===== src/rtl/uart_tx.sv =====
// UART transmitter: start, 5-8 data bits LSB first, optional parity, 1/2 stops; 16 tx_clk per bit, tx registered.
// Latency: tx falls on the edge that accepts tx_start; no backpressure, tx_start is ignored while busy. Optional UART_TX_BREAK_EN.
module uart_tx (
  input  logic       tx_clk,
  input  logic       rst,
  input  logic       tx_start,
  input  logic [7:0] tx_data,
  input  logic [3:0] length,
  input  logic       parity_type,
  input  logic       parity_en,
  input  logic       stop2,
`ifdef UART_TX_BREAK_EN
  input  logic       tx_break,
`endif
  output logic       tx,
  output logic       tx_done,
  output logic       tx_busy
);

  typedef enum logic [2:0] {
    S_IDLE, S_START, S_DATA, S_PARITY, S_STOP1, S_STOP2, S_DONE
  } state_t;

  typedef struct packed {
    logic [7:0] data;
    logic [2:0] last_bit;
    logic       par_bit;
    logic       par_en;
    logic       stop2;
  } frame_t;

  state_t     state_q, state_nxt;
  frame_t     frame_q, frame_nxt;
  logic [3:0] cnt_q, cnt_nxt;
  logic [2:0] bit_cnt_q, bit_cnt_nxt;
  logic       tx_nxt, done_nxt;
  logic       brk_req;
  logic       bit_end;
  logic       start_ok;
  logic [2:0] len_last;
  logic [7:0] len_mask;

`ifdef UART_TX_BREAK_EN
  assign brk_req = tx_break;
`else
  assign brk_req = 1'b0;
`endif

  assign bit_end  = (cnt_q == 4'd15);
  assign start_ok = tx_start & ~brk_req;
  assign tx_busy  = (state_q != S_IDLE);

  // Out-of-range lengths fall back to 8 bits; parity covers only the bits actually sent.
  always_comb begin
    len_last = 3'd7;
    if (length >= 4'd5 && length <= 4'd8)
      len_last = 3'(length - 4'd1);
    for (int i = 0; i < 8; i++)
      len_mask[i] = (3'(i) <= len_last);
  end

  always_comb begin
    frame_nxt          = frame_q;
    frame_nxt.data     = tx_data;
    frame_nxt.last_bit = len_last;
    frame_nxt.par_bit  = (^(tx_data & len_mask)) ^ ~parity_type;
    frame_nxt.par_en   = parity_en;
    frame_nxt.stop2    = stop2;
  end

  // State, counters and registered outputs.
  always_ff @(posedge tx_clk) begin
    if (rst) begin
      state_q   <= S_IDLE;
      frame_q   <= '0;
      cnt_q     <= 4'd0;
      bit_cnt_q <= 3'd0;
      tx        <= 1'b1;
      tx_done   <= 1'b0;
    end else begin
      state_q   <= state_nxt;
      cnt_q     <= cnt_nxt;
      bit_cnt_q <= bit_cnt_nxt;
      tx        <= tx_nxt;
      tx_done   <= done_nxt;
      if (state_q == S_IDLE && start_ok)
        frame_q <= frame_nxt;
    end
  end

  always_comb begin
    state_nxt = state_q;
    case (state_q)
      S_IDLE:   if (start_ok) state_nxt = S_START;
      S_START:  if (bit_end) state_nxt = S_DATA;
      S_DATA:
        if (bit_end && bit_cnt_q == frame_q.last_bit)
          state_nxt = frame_q.par_en ? S_PARITY : S_STOP1;
      S_PARITY: if (bit_end) state_nxt = S_STOP1;
      S_STOP1:  if (bit_end) state_nxt = frame_q.stop2 ? S_STOP2 : S_DONE;
      S_STOP2:  if (bit_end) state_nxt = S_DONE;
      S_DONE:   state_nxt = S_IDLE;
      default:  state_nxt = S_IDLE;
    endcase
  end

  // Cycle counter wraps naturally at 15; it only runs inside the bit-timed states.
  always_comb begin
    cnt_nxt     = 4'd0;
    bit_cnt_nxt = 3'd0;
    case (state_q)
      S_START, S_PARITY, S_STOP1, S_STOP2: cnt_nxt = cnt_q + 4'd1;
      S_DATA: begin
        cnt_nxt     = cnt_q + 4'd1;
        bit_cnt_nxt = bit_cnt_q;
        if (bit_end)
          bit_cnt_nxt = (bit_cnt_q == frame_q.last_bit) ? 3'd0 : bit_cnt_q + 3'd1;
      end
      default: begin
        cnt_nxt     = 4'd0;
        bit_cnt_nxt = 3'd0;
      end
    endcase
  end

  // Line level is decoded from the next state so tx lands in a flop with the state.
  always_comb begin
    tx_nxt   = 1'b1;
    done_nxt = 1'b0;
    case (state_nxt)
      S_IDLE:   tx_nxt = ~(brk_req && state_q == S_IDLE);
      S_START:  tx_nxt = 1'b0;
      S_DATA:   tx_nxt = frame_q.data[bit_cnt_nxt];
      S_PARITY: tx_nxt = frame_q.par_bit;
      S_DONE: begin
        tx_nxt   = 1'b1;
        done_nxt = 1'b1;
      end
      default:  tx_nxt = 1'b1;
    endcase
  end

endmodule


===== config.mk =====
export PLATFORM = sky130hd
export DESIGN_NAME = uart_tx
export DESIGN_NICKNAME = d
export VERILOG_FILES = /design/src/rtl/uart_tx.sv
export SDC_FILE = /design/constraint.sdc
export NUM_CORES = 1
export LEC_CHECK = 0
export BUFFER_PORTS_ARGS = -buffer_cell sky130_fd_sc_hd__clkbuf_2
export CAP_MARGIN = 30
export CORE_AREA = 2 2 60 56
export DETAILED_ROUTE_END_ITERATION = 10
export DIE_AREA = 0 0 62 58
export PLACE_DENSITY = 0.71
export SLEW_MARGIN = 10
export SYNTH_ARGS = -nofsm -noshare
export SYNTH_HDL_FRONTEND = slang
export SYNTH_SLANG_ARGS = --single-unit

===== constraint.sdc =====
create_clock -name tx_clk -period 2.7 [get_ports tx_clk]
set_input_delay 0.405 -clock tx_clk [delete_from_list [all_inputs] [get_ports tx_clk]]
set_output_delay 0.405 -clock tx_clk [all_outputs]
set_load 0.01 [all_outputs]

# [Yosys cells after proc, flatten, opt, wreduce, memory -nomap -nowiden]
# Index checks and enable logic that the tools add are counted.
[classes] n_addsub=3 magnitude_cmp=11 eq_ne=11 n_mux=17 bitwise_logic=4 reduce_logical=8
[op_table] op="$mux W3" n=11
[op_table] op="$pmux W3 S6" n=1
[op_table] op="$eq A3 B2 Y1 const B" n=4
[op_table] op="$le A3 B3 Y1 const A" n=4
[op_table] op="$eq A3 B3 Y1 const B" n=3
[op_table] op="$and A8 B8 Y8" n=1
[op_table] op="$reduce_xor A8 Y1" n=1
[op_table] op="$eq A3 B1 Y1 const B" n=2
[op_table] op="$le A1 B3 Y1 const A" n=2
[op_table] op="$le A2 B3 Y1 const A" n=2
[op_table] op="$reduce_or A5 Y1" n=1
[op_table] op="$add A4 B1 Y4 const B" n=1
[op_table] op="$eq A4 B4 Y1 const B" n=1
[op_table] op="$ge A4 B3 Y1 const B" n=1
[op_table] op="$le A4 B4 Y1 const B" n=1
[op_table] op="$lt A3 B4 Y1 const B" n=1
[op_table] op="$add A3 B1 Y3 const B" n=1
[op_table] op="$bmux W1 S3" n=1
[op_table] op="$eq A3 B3 Y1" n=1
[op_table] op="$logic_and A1 B1 Y1" n=3
[op_table] op="$logic_not A3 Y1" n=1
[op_table] op="$pmux W1 S3" n=1
[op_table] op="$reduce_bool A3 Y1" n=1
[op_table] op="$sub A3 B1 Y3 const B" n=1
[op_table] op="other kinds (5)" n=7
[word_totals] reg_bits=26 inputBits=18 wordCells=64

# [Longest topological paths before layout]
[depth] word_depth=7 depth_mapped=9 ltp_nobuf=9

# [Worst setup path after synthesis]
# No wires, ideal clock.
[synth_timing] path_kind="input to register" from="input port length[0]" to="register frame_q[2] (netlist bit)" t_arrival_ns=2.085 required_time_ns=2.612 path_slack_ns=0.527 stages=9 path_cell_list="inv_1 > ha_1 > nor2b_4 > o22a_4 > o32ai_2 > a2111oi_4 > a21oi_1 > or3_1 > a311oi_2"
[synth_via] elab_chain_len=7 word_cells_on_any_way=16 cone_classes="1 x add/sub; 10 x order compare; 1 x mux; 2 x bitwise; 2 x reduce/logical"
[synth_lines] element="start: declaration" line="8" rtl="input logic [3:0] length,"
[synth_lines] element="$ge A4 B3 Y1 or $le A4 B4 Y1 (tied branches)" line="56" rtl="if (length >= 4'd5 && length <= 4'd8)"
[synth_lines] element="$logic_and A1 B1 Y1" line="56"
[synth_lines] element="$mux W3 *" line="56"
[synth_lines] element="$le A1 B3 Y1 (tied with other cells)" line="59" rtl="len_mask[i] = (3'(i) <= len_last);"
[synth_lines] element="$and A8 B8 Y8 *" line="66" rtl="frame_nxt.par_bit = (^(tx_data & len_mask)) ^ ~parity_type;"
[synth_lines] element="$reduce_xor A8 Y1 *" line="66"
[synth_lines] element="$xor A1 B1 Y1 *" line="66"
[synth_lines] element="end signal: assignment" line="87" rtl="frame_q <= frame_nxt;"
[synth_lines] element="end: declaration" line="33" rtl="frame_t frame_q, frame_nxt;"
# Mark *: on every way between the ends. The rest lies on a longest branch, timed or not.
# A chain may end at the register's enable or synchronous reset.

# [Worst setup path after layout]
[layout_timing] from="register cnt_q[0]" to="register tx"
[layout_via] elab_chain_len=6 word_cells_on_any_way=16 cone_classes="4 x eq/ne; 11 x mux; 1 x reduce/logical"
[layout_lines] element="start: declaration" line="34" rtl="logic [3:0] cnt_q, cnt_nxt;"
[layout_lines] element="start signal: assignment" line="82" rtl="cnt_q <= cnt_nxt;"
[layout_lines] element="$eq A4 B4 Y1 *" line="49" rtl="assign bit_end = (cnt_q == 4'd15);"
[layout_lines] element="$mux W3 or $logic_and A1 B1 Y1 (tied branches)" line="116, 97"
[layout_lines] element="$mux W3, on equally long branches" line="111, 97"
[layout_lines] element="$bmux W1 S3 or $pmux W3 S6 (tied branches)" line="133, 93"
[layout_lines] element="$mux W1 (not written as such) (tied with other cells)" line="133" rtl="S_DATA: tx_nxt = frame_q.data[bit_cnt_nxt];"
[layout_lines] element="$pmux W1 S3 *" line="130" rtl="case (state_nxt)"
[layout_lines] element="end signal: assignment" line="84" rtl="tx <= tx_nxt;"
[layout_lines] element="end: declaration" line="15" rtl="output logic tx,"
# Mark *: on every way between the ends. The rest lies on a longest branch, timed or not. The select of a mux whose other input is x is not followed.

==> summary.txt <==
Clock network
  – CTS clk-pin slew, worst paths: 140 ps
  – Post-cts sizing count: 0
  – Cell at the root of the clock tree: sky130_fd_sc_hd__clkbuf_4
  – Hold buffer count at CTS: 0
  – Maximum level of the CTS H-tree: 1
  – Total number of clock tree sinks: 26
  – CTS tree: yes
  – TritonCTS buffer count: 3
  – Setup Fix Bufs, Post-CTS: 0
  – Number of buffers on the longest clock path: 2
  – Worst-skew pair later-pin latency: 320 ps

Pwr
  – Switch Pwr: between 0.2 and 0.25 mW
  – Combinational cell fraction of total power: 19.0%
  – Sw Share: approximately 28%
  – Proportion of power drawn by the clock network: 22.6%
  – Sequential fraction of design power: 58.4%
  – Cell Pwr Density: 445 nW/µm²
  – Max rail drop VDD: 0.219 mV
  – Leakage power: 0.666 nW
  – Cell internal pwr: 0.513 mW

Floorplan
  – Height of the die: 58 µm
  – Top-level I/O count: 21
  – Core region area: 2970 µm²
  – Initial core utilization: roughly 49%
  – Number of standard-cell rows in the floorplan: 19
  – Die Area: 3600 µm²
  – Die outline width: 62 µm

Timing
  – Final hold slack: 286 ps
  – Accumulated negative setup slack: 0 ps
  – Smallest setup slack after layout: 526 ps
  – Number of hold violations in the final report: 0
  – Maximum operating frequency: 460 MHz
  – Worst-margin pin slew: 618 ps
  – Final worst-path cycle share: 80.5%
  – Final critical path time including I/O delays and setup: 2170 ps
  – Max-slew violation count: 0
  – Worst clock skew on the final layout: 9.59 ps
  – RSZ-0062 raised after global routing: no
  – Finish-stage setup viols: 0
  – Max_slew headroom: 58.8%

Finish
  – Share of cells above drive strength 1: 15.2%
  – Antenna fix cells: 0
  – Finished layout cell area: 1610 µm²
  – Synth-to-Final Area Change: 9.66%
  – Most common library cell in the layout ignoring fill and taps: sky130_fd_sc_hd__nand2_1
  – Final net count: 222
  – Commonest cells after routing, fill and taps aside: sky130_fd_sc_hd__nand2_1 (37), sky130_fd_sc_hd__dfxtp_1 (26), sky130_fd_sc_hd__clkbuf_2 (20)
  – Non-filler cells in the finished layout: 240

Global route
  – M2 GR Usage: ~30%
  – Global routing usage on met3: 4.24%
  – Grt peak-use layer: met2
  – Global-route wire length before repair: approximately 5000 µm
  – Number of global-route vias before repair: 1,200
  – All-Layer GR Usage: 18.4%
  – Largest net degree at the start of global routing: 20
  – Met1 GRT Util: about a quarter
  – Initial antenna violation count: 0
  – GRT overflow: 0

Placed design
  – Placed wire-length estimate: between 2000 and 2500 µm
  – Number of cells after detailed placement: 237
  – Worst slack after detailed placement: roughly 260 ps
  – RD Place Congestion: between 0.8 and 0.9
  – Placed inst area: 1580 µm²
  – Count of input and output buffers: 20

Logic synthesis
  – Synth Area in XOR/XNOR: 5.98%
  – Cell types occupying the most area after synthesis: sky130_fd_sc_hd__dfxtp_1 (36%), sky130_fd_sc_hd__nand2_1 (9.5%), sky130_fd_sc_hd__a21oi_1 (6.2%)
  – Cell area after technology mapping: 1460 µm²
  – Synth Area in Adders: about 3.4%
  – Cell type with the largest total area after synthesis: sky130_fd_sc_hd__dfxtp_1
  – Multiplexer fraction of the synthesized cell area: less than 1%
  – Area fraction in compound gates after synthesis: between 20% and 30%
  – Async set-reset flop share out of synthesis: 0%
  – Simple-gate share of the synthesized area: 24.0%
  – Share of Yosys cell area claimed by the top area cell type: 35.6%
  – Synthesized flop and latch total: 26
  – Warning count from the yosys run: 0
  – Post-synthesis net count: 205
  – Sequential cell area fraction in the yosys report: 35.6%
  – Count of mapped cells out of synthesis: 183
  – Combinational family with the most area after synthesis: compound AO/OA/AOI/OAI gates
  – Mean instance size in the synthesized netlist: 8.00 µm²
  – Flip-flop cell with the highest count after synthesis: sky130_fd_sc_hd__dfxtp_1
  – Count of distinct cell types in the synthesized netlist: 50
  – Number of flops mapped to enable cells by yosys: 0

Detailed routing
  – Number of iterations in the first detailed-routing pass: 4
  – Total Wirelength: between 3000 and 4000 µm
  – Detail Route Antenna Nets: 0
  – Number of DRC violations after detailed-routing iteration 0: 78
  – Via-to-Cell Ratio: 5.37
  – Number of remaining DRC errors: 0
  – Average routed wire per standard cell: 12.6 µm
  – Detailed-route via count: 1,289

Setup path
  – Crit path cell chain: ha_1 > and3_1 > o311ai_1 > a211o_1 > mux2i_1 > nand2_1 > a211oi_1 > a32oi_1
  – Delay of the slowest cell on the worst path: 380 ps
  – Crit path arrival time: 2370 ps
  – Req. time, crit path: 2900 ps
  – Worst setup path class: reg2reg
  – Biggest fanout along the worst timing path: 7
  – Cell with the biggest individual delay on the critical path: sky130_fd_sc_hd__dfxtp_1
  – Critical Path End Type: flip-flop
  – Critical path startpoint category: flip-flop

Min path
  – Type of the most critical hold path: in2reg

Run
  – Max capacitance violation total: 0

Run status
  – Result of the run: finished clean
[layout make-up]
cell class / instances / area, µm²
Sequential cell: 26 / 520
Fill cell: 295 / 1370
Tap cell: 42 / 52.6
Inverter: 7 / 26.3
Multi-Input combinational cell: 142 / 883
Timing Repair Buffer: 20 / 100
Clock buffer: 3 / 22.5
[worst max-delay path: cells and delay by family, from the launching register on]
family	cells	cell delay [ps]
compound gates	4	850
simple gates	2	410
flops	1	380
fa+ha+maj	1	210
mux	1	200
[stage by stage]
stage	total power [mW]	utilization [%]
floorplan	0.523	-
global placement	0.556	53.3
detailed placement	0.561	53.3
CTS	0.722	54.0
global route	0.759	54.0
finish	0.714	54.0
[state kept, by name, summed over array words and instances (netlist names)]
name and flops:
frame_q 14, tx_done 1, state_q 3, tx 1, cnt_q 4, bit_cnt_q 3
[power groups by stage]
stage	sequential [mW]	clock (mW)	combinational [mW]
after floorplan	0.420	0	0.103
after global placement	0.424	0	0.132
after detailed placement	0.425	0	0.136
after CTS	0.417	0.169	0.136
after global routing	0.420	0.187	0.152
final	0.417	0.161	0.136
[synthesized netlist by cell type (2+ instances only)]
cell                        n
sky130_fd_sc_hd__xnor2_1    5
sky130_fd_sc_hd__o21a_1     2
sky130_fd_sc_hd__clkbuf_1   3
sky130_fd_sc_hd__nand2_1   37
sky130_fd_sc_hd__nor3_1     2
sky130_fd_sc_hd__nand2b_1   4
sky130_fd_sc_hd__nand3_1    3
sky130_fd_sc_hd__xor2_1     5
sky130_fd_sc_hd__a21oi_1   18
sky130_fd_sc_hd__buf_1      2
sky130_fd_sc_hd__o21ai_0    5
sky130_fd_sc_hd__and3_1     3
sky130_fd_sc_hd__nor2_1    19
sky130_fd_sc_hd__ha_1       4
sky130_fd_sc_hd__inv_1      7
sky130_fd_sc_hd__buf_2      2
sky130_fd_sc_hd__a211oi_1   3
sky130_fd_sc_hd__nor2b_1    2
sky130_fd_sc_hd__dfxtp_1   26
[worst paths after layout]
kind	cells past startpoint	to	startpoint	slack [ps]
max	8	tx$_SDFF_PP1_	cnt_q[0]$_SDFF_PP0_	530
min	3	frame_q[0]$_SDFFE_PP0P_	stop2	290
max reg2reg	8	tx$_SDFF_PP1_	cnt_q[0]$_SDFF_PP0_	530
min reg2reg	1	cnt_q[0]$_SDFF_PP0_	cnt_q[0]$_SDFF_PP0_	470
[kinds of logic after synthesis]
logic type	Yosys count
DFF	26
and+or+nand+nor	77
AOI/OAI and AO/OA	50
adders and majority gates	4
muxes	1
buffers and inverters	15
xor gates and xnor gates	10
[per-layer routing]
layer	share of wire, %	vias to the layer above
met1	49	584
met2	45	30
met5	0	-
met4	0.60	0
met3	5.3	2
li1	-	673
Note: power is estimated with default switching activity, not from simulation.
